**config.mk**
```make
export PLATFORM = sky130hd
export DESIGN_NAME = syn_gpu_pxl_arb_n
export DESIGN_NICKNAME = d
export VERILOG_FILES = /design/src/rtl/syn_gpu_pxl_arb_n.sv
export SDC_FILE = /design/constraint.sdc
export NUM_CORES = 1
export LEC_CHECK = 0
export ABC_AREA = 1
export CAP_MARGIN = 5
export CORE_AREA = 5 5 92 158
export CTS_CLUSTER_DIAMETER = 100
export DETAILED_ROUTE_END_ITERATION = 6
export DIE_AREA = 0 0 97 163
export PLACE_DENSITY = 0.82
export SKIP_LAST_GASP = 1
export SLEW_MARGIN = 5
export SYNTH_ARGS = -nofsm -noshare
export SYNTH_HDL_FRONTEND = slang
export SYNTH_SLANG_ARGS = --single-unit
```
**constraint.sdc**
```tcl
create_clock -name clk_ir -period 4.6 [get_ports clk_ir]
set_clock_uncertainty 0.05 [all_clocks]
set_input_delay 0.92 -clock clk_ir [delete_from_list [all_inputs] [get_ports clk_ir]]
set_output_delay 0.92 -clock clk_ir [all_outputs]
set_load 0.05 [all_outputs]
```
**src/rtl/syn_gpu_pxl_arb_n.sv**
```systemverilog
// syn_gpu_pxl_arb_n: N-channel round-robin pixel gateway arbiter onto one SRAM port.
// Outstanding reads are tracked in a tag FIFO that routes read data back to the issuer.
// Optional grant statistics are built when SYN_GPU_PXL_ARB_STATS_EN is defined;
// otherwise stat_gnt_cnt is tied to zero and stat_clr is ignored.
module syn_gpu_pxl_arb_n #(
  parameter int NUM_CH = 4,
  parameter int ADDR_W = 18,
  parameter int DATA_W = 16,
  parameter int TAG_D  = 4,
  parameter int CNT_W  = 16
) (
  input  logic                     clk_ir,
  input  logic                     rst_il,
  input  logic [NUM_CH-1:0]        ch_req,
  input  logic [NUM_CH-1:0]        ch_rd_wr_n,
  input  logic [NUM_CH*ADDR_W-1:0] ch_addr,
  input  logic [NUM_CH*DATA_W-1:0] ch_wdata,
  output logic [NUM_CH-1:0]        ch_gnt,
  output logic [NUM_CH-1:0]        ch_rd_valid,
  output logic [DATA_W-1:0]        ch_rd_data,
  output logic                     sram_req,
  output logic                     sram_rd_wr_n,
  output logic [ADDR_W-1:0]        sram_addr,
  output logic [DATA_W-1:0]        sram_wdata,
  input  logic                     sram_ack,
  input  logic                     sram_rd_valid,
  input  logic [DATA_W-1:0]        sram_rd_data,
  output logic                     tag_full,
  output logic                     err_unexp_rd,
  input  logic                     stat_clr,
  output logic [NUM_CH*CNT_W-1:0]  stat_gnt_cnt
);

  localparam int CH_W   = (NUM_CH > 1) ? $clog2(NUM_CH) : 1;
  localparam int PTR_W  = (TAG_D > 1) ? $clog2(TAG_D) : 1;
  localparam int TCNT_W = $clog2(TAG_D + 1);
  localparam logic [TCNT_W-1:0] TAG_MAX = TCNT_W'(TAG_D);

  typedef enum logic {IDLE, ISSUE} state_t;

  state_t              state_q, state_d;
  logic [CH_W-1:0]     rr_ptr_q, rr_ptr_d;
  logic                sram_req_q, sram_req_d;
  logic                sram_rd_wr_n_q, sram_rd_wr_n_d;
  logic [ADDR_W-1:0]   sram_addr_q, sram_addr_d;
  logic [DATA_W-1:0]   sram_wdata_q, sram_wdata_d;
  logic [TCNT_W-1:0]   tag_cnt_q, tag_cnt_d;
  logic [PTR_W-1:0]    tag_wr_q, tag_wr_d, tag_rd_q, tag_rd_d;
  logic [CH_W-1:0]     tag_mem_q [TAG_D];
  logic [NUM_CH-1:0]   rd_valid_q, rd_valid_d;
  logic [DATA_W-1:0]   rd_data_q, rd_data_d;
  logic                err_q, err_d;

  logic [NUM_CH-1:0]   elig;
  logic                win_vld;
  logic [CH_W-1:0]     win_idx;
  logic                gnt_fire;
  logic                sel_rd;
  logic [ADDR_W-1:0]   sel_addr;
  logic [DATA_W-1:0]   sel_wdata;
  logic                tag_push, tag_pop;

  // Eligibility and round-robin winner search starting at rr_ptr_q
  always_comb begin
    int cand;
    cand    = 0;
    win_vld = 1'b0;
    win_idx = '0;
    for (int i = 0; i < NUM_CH; i++)
      elig[i] = ch_req[i] & (~ch_rd_wr_n[i] | (tag_cnt_q < TAG_MAX));
    for (int k = 0; k < NUM_CH; k++) begin
      cand = int'(rr_ptr_q) + k;
      if (cand >= NUM_CH) cand = cand - NUM_CH;
      if (!win_vld && elig[CH_W'(cand)]) begin
        win_vld = 1'b1;
        win_idx = CH_W'(cand);
      end
    end
  end

  // Grant is offered when idle or when the held request is being accepted
  always_comb begin
    gnt_fire  = rst_il & win_vld & ((state_q == IDLE) | sram_ack);
    ch_gnt    = '0;
    sel_rd    = 1'b0;
    sel_addr  = '0;
    sel_wdata = '0;
    if (gnt_fire) ch_gnt[win_idx] = 1'b1;
    for (int i = 0; i < NUM_CH; i++) begin
      if (win_idx == CH_W'(i)) begin
        sel_rd    = ch_rd_wr_n[i];
        sel_addr  = ch_addr[i*ADDR_W +: ADDR_W];
        sel_wdata = ch_wdata[i*DATA_W +: DATA_W];
      end
    end
  end

  // Issue FSM, tag FIFO bookkeeping and read-return routing next-state
  always_comb begin
    state_d        = state_q;
    rr_ptr_d       = rr_ptr_q;
    sram_req_d     = sram_req_q;
    sram_rd_wr_n_d = sram_rd_wr_n_q;
    sram_addr_d    = sram_addr_q;
    sram_wdata_d   = sram_wdata_q;
    tag_push       = gnt_fire & sel_rd;
    tag_pop        = sram_rd_valid & (tag_cnt_q != '0);
    tag_cnt_d      = tag_cnt_q;
    tag_wr_d       = tag_wr_q;
    tag_rd_d       = tag_rd_q;
    rd_valid_d     = '0;
    rd_data_d      = rd_data_q;
    err_d          = err_q | (sram_rd_valid & (tag_cnt_q == '0));
    if (gnt_fire) begin
      state_d        = ISSUE;
      sram_req_d     = 1'b1;
      sram_rd_wr_n_d = sel_rd;
      sram_addr_d    = sel_addr;
      sram_wdata_d   = sel_wdata;
      rr_ptr_d       = (win_idx == CH_W'(NUM_CH - 1)) ? '0 : win_idx + 1'b1;
    end else if ((state_q == ISSUE) && sram_ack) begin
      state_d    = IDLE;
      sram_req_d = 1'b0;
    end
    case ({tag_push, tag_pop})
      2'b10:   tag_cnt_d = tag_cnt_q + 1'b1;
      2'b01:   tag_cnt_d = tag_cnt_q - 1'b1;
      default: tag_cnt_d = tag_cnt_q;
    endcase
    if (tag_push) tag_wr_d = tag_wr_q + 1'b1;
    if (tag_pop) begin
      tag_rd_d                        = tag_rd_q + 1'b1;
      rd_valid_d[tag_mem_q[tag_rd_q]] = 1'b1;
      rd_data_d                       = sram_rd_data;
    end
  end

  // Control and output registers
  always_ff @(posedge clk_ir or negedge rst_il) begin
    if (!rst_il) begin
      state_q        <= IDLE;
      rr_ptr_q       <= '0;
      sram_req_q     <= 1'b0;
      sram_rd_wr_n_q <= 1'b0;
      sram_addr_q    <= '0;
      sram_wdata_q   <= '0;
      tag_cnt_q      <= '0;
      tag_wr_q       <= '0;
      tag_rd_q       <= '0;
      rd_valid_q     <= '0;
      rd_data_q      <= '0;
      err_q          <= 1'b0;
    end else begin
      state_q        <= state_d;
      rr_ptr_q       <= rr_ptr_d;
      sram_req_q     <= sram_req_d;
      sram_rd_wr_n_q <= sram_rd_wr_n_d;
      sram_addr_q    <= sram_addr_d;
      sram_wdata_q   <= sram_wdata_d;
      tag_cnt_q      <= tag_cnt_d;
      tag_wr_q       <= tag_wr_d;
      tag_rd_q       <= tag_rd_d;
      rd_valid_q     <= rd_valid_d;
      rd_data_q      <= rd_data_d;
      err_q          <= err_d;
    end
  end

  // Tag storage holds the issuing channel of each outstanding read
  always_ff @(posedge clk_ir) begin
    if (tag_push) tag_mem_q[tag_wr_q] <= win_idx;
  end

  assign sram_req     = sram_req_q;
  assign sram_rd_wr_n = sram_rd_wr_n_q;
  assign sram_addr    = sram_addr_q;
  assign sram_wdata   = sram_wdata_q;
  assign ch_rd_valid  = rd_valid_q;
  assign ch_rd_data   = rd_data_q;
  assign tag_full     = (tag_cnt_q == TAG_MAX);
  assign err_unexp_rd = err_q;

`ifdef SYN_GPU_PXL_ARB_STATS_EN
  logic [CNT_W-1:0] gcnt_q [NUM_CH];
  logic [CNT_W-1:0] gcnt_d [NUM_CH];

  // Saturating per-channel grant counters; clear has priority
  always_comb begin
    for (int i = 0; i < NUM_CH; i++) begin
      gcnt_d[i] = gcnt_q[i];
      if (stat_clr)                        gcnt_d[i] = '0;
      else if (ch_gnt[i] && gcnt_q[i] != '1) gcnt_d[i] = gcnt_q[i] + 1'b1;
    end
  end

  // Counter registers
  always_ff @(posedge clk_ir or negedge rst_il) begin
    if (!rst_il) begin
      for (int i = 0; i < NUM_CH; i++) gcnt_q[i] <= '0;
    end else begin
      for (int i = 0; i < NUM_CH; i++) gcnt_q[i] <= gcnt_d[i];
    end
  end

  for (genvar g = 0; g < NUM_CH; g++) begin : g_stat
    assign stat_gnt_cnt[g*CNT_W +: CNT_W] = gcnt_q[g];
  end
`else
  logic unused_stat_clr;
  assign unused_stat_clr = stat_clr;
  assign stat_gnt_cnt    = '0;
`endif

endmodule

```
==> summary.md <==
| Metric | Value |
|---|---|
| EDFF count, synth | `8` |
| Final net count | `1068` |
| GRT Total Usage | `18.12%` |
| Crit path to | `ch_gnt[2]` |
| Vias in the first global route | `4855` |
| Reg area | `1892 µm²` |
| Primary FF master, synth | `dfrtp_1` |
| Status | `finished, final reports clean` |
| Syn Std Cell Area | `4956 µm²` |
| Tightest Pin Transition | `0.9081 ns` |
| Critical path startpoint category | `input port` |
| Starting Density | `37.42%` |
| # rows | `56` |
| Pre-antenna DRT Iters | `4` |
| Dpl hpwl | `11.73 mm` |
| Clock buffer depth | `2` |
| Cell Pwr Density | `895.3 nW/µm²` |
| Vias per cell | `4.556` |
| CTS Hold Bufs | `0` |
| Multi-input logic area | `2507 µm²` |
| Core Region | `13240 µm²` |
| Antenna violations before repair | `0` |
| Fill count | `1220` |
| PortBufs | `225` |
| Antenna viol nets, final | `0` |
| Drt drc | `0` |
| Grt peak-use layer | `met2` |
| Final GP Congestion | `0.8403` |
| Leading cell type in the layout, fill and taps excluded | `nand2_1` |
| MaxCap Viol Count | `0` |
| Post-synthesis area per instance | `7.267 µm²` |
| Critical path fanouts, max | `35` |
| FF-to-FF Start | `rr_ptr_q[0]` |
| Seq cells post-synth | `74` |
| # H-tree levels | `3` |
| Final TNS setup | `0 ns` |
| Root Buffer | `clkbuf_16` |
| Crit path time final | `4.250 ns` |
| Post-CTS Setup Bufs | `0` |
| Iter 0 DRT Violations | `167` |
| Area growth from synthesis to layout | `49.63%` |
| Crit path DAT | `3.28 ns` |
| Maximum vdd drop | `0.0005193 V` |
| First-pass GRT wire length | `23.00 mm` |
| Worst Setup SP | `ch_rd_wr_n[1]` |
| Grt met1 use | `17.72%` |
| Final setup viols | `0` |
| CTS tree | `yes` |
| Clock latency on the worst-skew pair | `0.32 ns` |
| Post-Syn Instances | `682` |
| CTS clk-pin slew, worst paths | `0.06 ns` |
| Period utilization | `92.38%` |
| Async S/R FF share, synth | `89.19%` |
| Clock sink count | `74` |
| Yosys Warn Count | `0` |
| Distinct cells, synth | `33` |
| Num CTS Buffers | `9` |
| Post-synthesis sequential area ratio | `38.17%` |
| Setup CP Type | `in2out` |
| Leakage | `0.003488 µW` |
| Commonest cells after routing, fill and taps aside | `nand2_1 (289), clkdlybuf4s50_1 (220), o21ai_0 (66), dfrtp_1 (66), conb_1 (64)` |
| Reg2Reg Capture Point | `tag_cnt_q[2]` |
| R2R depth | `21` |
| Die area | `15810 µm²` |
| WP data required | `3.63 ns` |
| Routed WL | `14.99 mm` |
| Tot Pwr | `6640 µW` |
| Vias | `4884` |
| Die height | `163 µm` |
| Gr ovfl total | `0` |
| Met2 Usage GRT | `35.09%` |
| RSZ-0062 raised after global routing | `false` |
| Finished Cell Area | `7416 µm²` |
| Hold violation total from the final report | `0` |
| Post-DR wirelength/cell | `13.98 µm` |
| Io pins | `291` |
| Max Freq | `0.2353 GHz` |
| GR Util met3 | `3.815%` |
| N_diodes | `0` |
| Post-DP Area | `7081 µm²` |
| Die Wd | `97 µm` |
| Layout cells sized above 1 | `7.238%` |
| Largest net degree at the start of global routing | `69` |
| Hold Path Class | `reg2reg` |
| Critical Path Sink Type | `output pin` |
| Fin. max-slew vios | `0` |
| R2r setup slk | `1.08 ns` |
| Max-slew headroom | `39.46%` |
| Post_cts resized | `0` |
## kinds of logic (layout without fill, tap and decap cells)
family | count (synthesis) | count (layout) | synth area share, %
xor+xnor | 3 | 3 | 0.5303
fa+ha+maj | 10 | 10 | 2.676
other cells | 1 | 64 | 0.07567
simple gates | 358 | 358 | 31.08
flops | 74 | 74 | 38.17
buf+inv | 125 | 278 | 16.06
compound gates | 111 | 111 | 11.41
## worst min-delay path by stage
| stage | depth (start not counted) | start | slack [ns] | to |
|---|---|---|---|---|
| after floorplan | 1 | tag_rd_q[1] | 0.41 | tag_rd_q[1] |
| after global routing | 1 | err_unexp_rd | 0.44 | err_unexp_rd |
| final | 2 | sram_wdata[6] | 0.42 | sram_wdata[6] |
| after global placement | 2 | sram_addr[0] | 0.40 | sram_addr[0] |
| after detailed placement | 2 | sram_addr[11] | 0.41 | sram_addr[11] |
| after CTS | 2 | sram_wdata[6] | 0.42 | sram_wdata[6] |
## area by class of cell
cell class / count / share of cell area (%)
clock buffer: 11 / 3.138
clock inverter: 5 / 1.383
inverter: 27 / 1.502
multi-input combinational: 546 / 33.81
sequential: 74 / 25.51
tap: 174 / 2.936
timing repair buffer: 235 / 31.72
## flip-flops by register name, summed over array words and instances (netlist names), 2 cells and up
register and cells:
sram_addr 18, ch_rd_data 16, sram_wdata 16, tag_mem_q 8, ch_rd_valid 4, tag_cnt_q 3
rr_ptr_q 2, tag_rd_q 2, tag_wr_q 2
## where the power goes
| part | internal (µW) | leakage [µW] | switching, µW | total [µW] |
|---|---|---|---|---|
| combinational | 1570 | 0.00243 | 3140 | 4710 |
| sequential | 963 | 0.000897 | 174 | 1140 |
| clock | 529 | 0.000161 | 264 | 794 |
## synthesized netlist by cell type, types with 2 or more instances
cell / n / share of area (%)
nand2_4: 3 / 0.68
nor2_2: 6 / 0.76
ha_1: 9 / 2.3
nand2_2: 13 / 1.6
nand2_1: 289 / 22
buf_6: 9 / 2.0
nand3_2: 7 / 1.4
edfxtp_1: 8 / 4.8
o21ai_0: 66 / 6.7
inv_1: 25 / 1.9
clkbuf_1: 18 / 1.4
nand3_1: 19 / 1.9
buf_4: 64 / 9.7
o21ai_1: 5 / 0.50
nand4_1: 3 / 0.38
xor2_1: 2 / 0.35
a21oi_1: 37 / 3.7
buf_2: 7 / 0.71
nor2_1: 13 / 0.98
dfrtp_1: 66 / 33
## critical path: stages
cell	delay [ns]
clkdlybuf4s50_1	0.49
nand2_1	0.08
nand3_1	0.13
nand3_1	0.13
nand2_2	0.14
nand3_2	0.10
nor2_1	0.11
nand2_1	0.06
nand2_1	0.09
buf_4	0.15
ha_1	0.21
inv_1	0.07
buf_4	0.24
nor2_2	0.19
buf_12	0.16
## metrics by stage
stage          worst slack [ns]  hold slack, ns  cells  utilization [%]
3_3_place_gp             0.3703          0.4030   1056            53.47
5_1_grt                 0.09408          0.4418   1072            56.00
3_5_place_dp             0.2990          0.4093   1056            53.47
4_1_cts                  0.3443          0.4226   1072            56.00
6_report                 0.3504          0.4182   1072            56.00
2_1_floorplan            0.7561          0.4136    745                -
## layer usage
metal | share of wire, % | wire [µm]
met2 | 54 | 8134
met1 | 34 | 5168
met3 | 7.4 | 1114
met5 | 0 | 0
met4 | 3.8 | 570
(Power assumes the default switching activity.)
==> edit 1 (same settings) <==
Put one more register stage on the output `err_unexp_rd`, with the module's reset. The value now appears one clock later. The other outputs are not delayed to match.
--- a/src/rtl/syn_gpu_pxl_arb_n.sv
+++ b/src/rtl/syn_gpu_pxl_arb_n.sv
@@ -179,5 +179,11 @@
   assign ch_rd_data   = rd_data_q;
   assign tag_full     = (tag_cnt_q == TAG_MAX);
-  assign err_unexp_rd = err_q;
+  always_ff @(posedge clk_ir or negedge rst_il) begin
+    if (!rst_il) begin
+      err_unexp_rd <= '0;
+    end else begin
+      err_unexp_rd <= err_q;
+    end
+  end
 
 `ifdef SYN_GPU_PXL_ARB_STATS_EN
Check against the original RTL: not equivalent (a bounded check fails within 4 cycles, from zero or initial values and one cycle with rst_il low).
==> edit 1 against the unedited design <==
- wire length is 0.67% lower
- setup slack got worse by 0.013 ns
- design area increased by 0.66%
- worst hold slack got worse by 0.091 ns
- fmax shrank 0.31%
- cell count up 0.19%
- sequential cell count increased by 1
- sequential share of layout area rose by 0.17 points
- global-route usage fell by 0.11 points
- total power grew 0.72%
- first-iteration DRC count increased by 7.8%
- combinational power is essentially flat
- synthesized area grew 0.50%
- critical endpoint is now ch_gnt[1]
- largest cell class unchanged
==> edit 1: results (changes against the unedited design) <==
outcome=finished, final reports clean; largest net degree at the start of global routing=53 (-23%); clock slew at the register clock pins of the worst setup and hold paths=0.06 ns (about the same); number of vias per cell after detailed routing=4.572 (+0.35%); length of routed met3 wiring=1182 µm (+6.1%); multi-input combinational area share=33.59% (-0.22 points); final HPWL from detailed placement=11,930 µm (+1.7%); asr flop ratio synth=89.33% (+0.14 points); largest fanout on the critical path=6 (-83%); number of clock buffer instances in the layout=10 (-1); top routing layer in use=met4; fraction of cell area in non-clock buffers=31.61% (-0.11 points); Worst Hold End=err_unexp_rd; gpl congestion=0.8325 (-0.93%); Layout fillers=1,220 (unchanged); share of final-layout standard cells stronger than drive strength 1=7.667% (+0.43 points); wire length on met1=5083 µm (-1.6%); Final clock-cell share=4.710% (+0.19 points); wire length on met2=8068 µm (-0.81%); number of buffers inserted by port buffering=225 (unchanged); met3 layer usage reported by global route=4.801% (+0.99 points); Core Box Area=0.01324 mm² (unchanged); Synth Instances=683 (+0.15%); launching instance or port of the critical path=ch_rd_wr_n[3]; area after detailed placement=0.007113 mm² (+0.46%); violation count after the first detailed-routing iteration=180 (+7.8%); register fraction of the total cell area=25.68% (+0.17 points); worst hold path class=reg -> reg; end point of the critical path=ch_gnt[1]; launch instance of the worst min-delay path=err_q; Slew HR=54.97% (+16 points); most frequent cells after synthesis=sky130_fd_sc_hd__nand2_1, sky130_fd_sc_hd__dfrtp_1, sky130_fd_sc_hd__o21ai_0; wire length after detailed routing=14,890 µm (-0.67%); Layout Cells excl Fill=1,074 (+0.19%); slack of the worst reg-to-reg path=0.96 ns (-0.12 ns); worst reg2reg path startpoint=rr_ptr_q[0]; placement-stage worst setup slack=0.1826 ns (-0.1164 ns); leading cell types by total area after synthesis=sky130_fd_sc_hd__dfrtp_1, sky130_fd_sc_hd__nand2_1, sky130_fd_sc_hd__buf_4; Leak Pwr=3.513 nW (+0.73%); Worst path slowest cell=sky130_fd_sc_hd__clkdlybuf4s50_1; insertion delay to the later sink of the worst-skew pair=0.33 ns; M1 GR Usage=17.49% (-0.24 points); final cycle utilization of the critical path=92.67% (+0.29 points); Diodes inserted=0 (unchanged); deepest clock path buffer count=2 (unchanged); wire length of the first global-routing pass=22,830 µm (-0.75%); cell depth of the worst hold path=0 (-2); number of antenna violations at the first check in global routing=0 (unchanged); critical path arrival=3.29 ns (about the same); Pre-antenna DRT Iters=6 (+2); global routing met2 resource utilization=34.62% (-0.47 points); Signal buffers=236 (+0.43%); worst vdd ir=0.0004165 V (-20%); flip-flop and latch count after synthesis=75 (+1.4%); number of global-route vias before repair=4,804 (-1.1%); Slowest Stage Delay on Critical Path=0.52 ns (+0.03 ns); switching fraction of total power=53.63% (-0.24 points); max FFs per register=18 (unchanged); GRT Resource Usage Total=18.01% (-0.11 points); share of the yosys chip area belonging to registers=38.48% (+0.31 points)
[edit 1: power groups by stage]
stage	logic, mW	clock network (mW)	registers [mW]
after detailed placement	4.75	0	1.15
after CTS	4.76	0.841	1.15
after floorplan	2.79	0	1.80
after global routing	5.23	0.868	1.18
final	4.72	0.816	1.15
after global placement	4.68	0	1.15
[edit 1: cells by family after synthesis]
logic type | after synthesis | share of synthesized area (%)
simple gates | 358 | 30.92
buf+inv | 125 | 15.98
compound gates | 111 | 11.35
flops | 75 | 38.48
fa+ha+maj | 10 | 2.663
xor+xnor | 3 | 0.5276
other cells | 1 | 0.07529
[edit 1: stage by stage]
step | hold WS (ns) | utilization (%)
2_1_floorplan | 0.2984 | -
3_3_place_gp | 0.3112 | 53.71
3_5_place_dp | 0.3159 | 53.71
4_1_cts | 0.3324 | 56.37
5_1_grt | 0.3355 | 56.37
6_report | 0.3275 | 56.37
==> edit 2 (same flow settings) <==
Made on the original files. The option `SYN_GPU_PXL_ARB_STATS_EN` is turned on by a define.
--- a/src/rtl/syn_gpu_pxl_arb_n.sv
+++ b/src/rtl/syn_gpu_pxl_arb_n.sv
@@ -3,4 +3,6 @@
 // Optional grant statistics are built when SYN_GPU_PXL_ARB_STATS_EN is defined;
 // otherwise stat_gnt_cnt is tied to zero and stat_clr is ignored.
+`define SYN_GPU_PXL_ARB_STATS_EN
+
 module syn_gpu_pxl_arb_n #(
   parameter int NUM_CH = 4,
Check against the original RTL: not equivalent (a bounded check fails within 4 cycles, from zero or initial values and one cycle with rst_il low).
==> edit 2 against the unedited design <==
- synthesized area is 69% higher
- design area is 61% higher
- setup slack worse by 0.23 ns
- sequential cell count is 64 higher
- wire length is 120% higher
- critical path type unchanged
- utilization is 34 points higher
- total power is 34% higher
==> edit 2: results (changes against the unedited design) <==
M1 GR Usage=46.42% (+29 points); final HPWL from detailed placement=22,470 µm (+92%); GRT Resource Usage Total=41.08% (+23 points); end point of the critical path=ch_gnt[1]; gpl congestion=1.001 (+19%); adder and majority cell fraction of the synthesized area=2.185% (-0.49 points); share of power burned in registers=20.4% (+3.3 points); violation count after the first detailed-routing iteration=837 (+400%); count of vias placed by the detailed router=9,702 (+99%); largest fanout on the critical path=7 (-80%); number of buffers inserted by port buffering=290 (+29%); largest net degree at the start of global routing=80 (+16%); worst vdd ir=0.0005254 V (+1.2%); wire length on met2=16,360 µm (+100%); share of the yosys chip area belonging to registers=41.79% (+3.6 points); Final nets=1,577 (+48%); Fin Hold WS=0.3935 ns (-0.02473 ns); area after detailed placement=0.01135 mm² (+60%); slack of the worst reg-to-reg path=0.66 ns (-0.42 ns); insertion delay to the later sink of the worst-skew pair=0.43 ns (+0.11 ns); Leak Pwr=5.237 nW (+50%); synthesized-area fraction occupied by xor and xnor cells=4.086% (+3.6 points); Layout fillers=638 (-48%); internal power contribution=4.225 mW (+38%); number of global-route vias before repair=9,856 (+100%); synthesized-area fraction occupied by ao, oa, aoi and oai cells=12.47% (+1.1 points); Pre-antenna DRT Iters=6 (+2); wire length on met1=10,720 µm (+110%); number of vias per cell after detailed routing=6.117 (+34%); H-Tree Depth=4 (+1); proportion of power drawn by the clock network=15.3% (+3.3 points); launching instance or port of the critical path=ch_rd_wr_n[3]; worst reg2reg path startpoint=rr_ptr_q[0]; synthesized area per cell=7.398 µm² (+1.8%); outcome=finished, final reports clean; TritonCTS Buffers=17 (+8)
-- edit 2: cell types whose count changed after synthesis, moves of 22 or more --
cell                      before  now
sky130_fd_sc_hd__nand3_1      19  139
sky130_fd_sc_hd__nor2_1       13  110
sky130_fd_sc_hd__a21oi_1      37  111
sky130_fd_sc_hd__dfrtp_1      66  130
sky130_fd_sc_hd__buf_4        64    4
sky130_fd_sc_hd__inv_1        25   62
sky130_fd_sc_hd__xor2_1        2   24
-- edit 2: stage by stage --
stage	util [%]	total power, mW	setup WS (ns)
final	90.10	8.902	0.1242
after global routing	90.10	9.384	0.05470
after CTS	90.06	8.784	0.1583
after detailed placement	85.70	7.378	-0.06712
after global placement	85.70	7.209	0.05870
after floorplan	-	5.556	0.2898
-- edit 2: critical path, cell delays in order --
cell                              delay (ns)
sky130_fd_sc_hd__clkdlybuf4s50_1        0.49
sky130_fd_sc_hd__nand2_1                0.09
sky130_fd_sc_hd__nand3_2                0.09
sky130_fd_sc_hd__nand2_2                0.08
sky130_fd_sc_hd__o21ai_4                0.21
sky130_fd_sc_hd__and2_1                 0.19
sky130_fd_sc_hd__nand2_1                0.08
sky130_fd_sc_hd__o21ai_0                0.20
sky130_fd_sc_hd__nand2_1                0.21
sky130_fd_sc_hd__inv_1                  0.15
sky130_fd_sc_hd__ha_2                   0.28
sky130_fd_sc_hd__clkinv_1               0.13
sky130_fd_sc_hd__nor2_1                 0.22
sky130_fd_sc_hd__buf_12                 0.17
-- edit 2: area by class of cell --
class	instances	area, µm²	area share (%)
repair buffers	309	3082	25.83
clock inverters	7	91.34	0.7655
well taps	174	217.7	1.825
diodes	1	2.502	0.02097
multi-input cells	867	4310	36.13
inverters	65	249.0	2.087
flip-flops and latches	138	3493	29.28
clock buffers	25	485.5	4.069
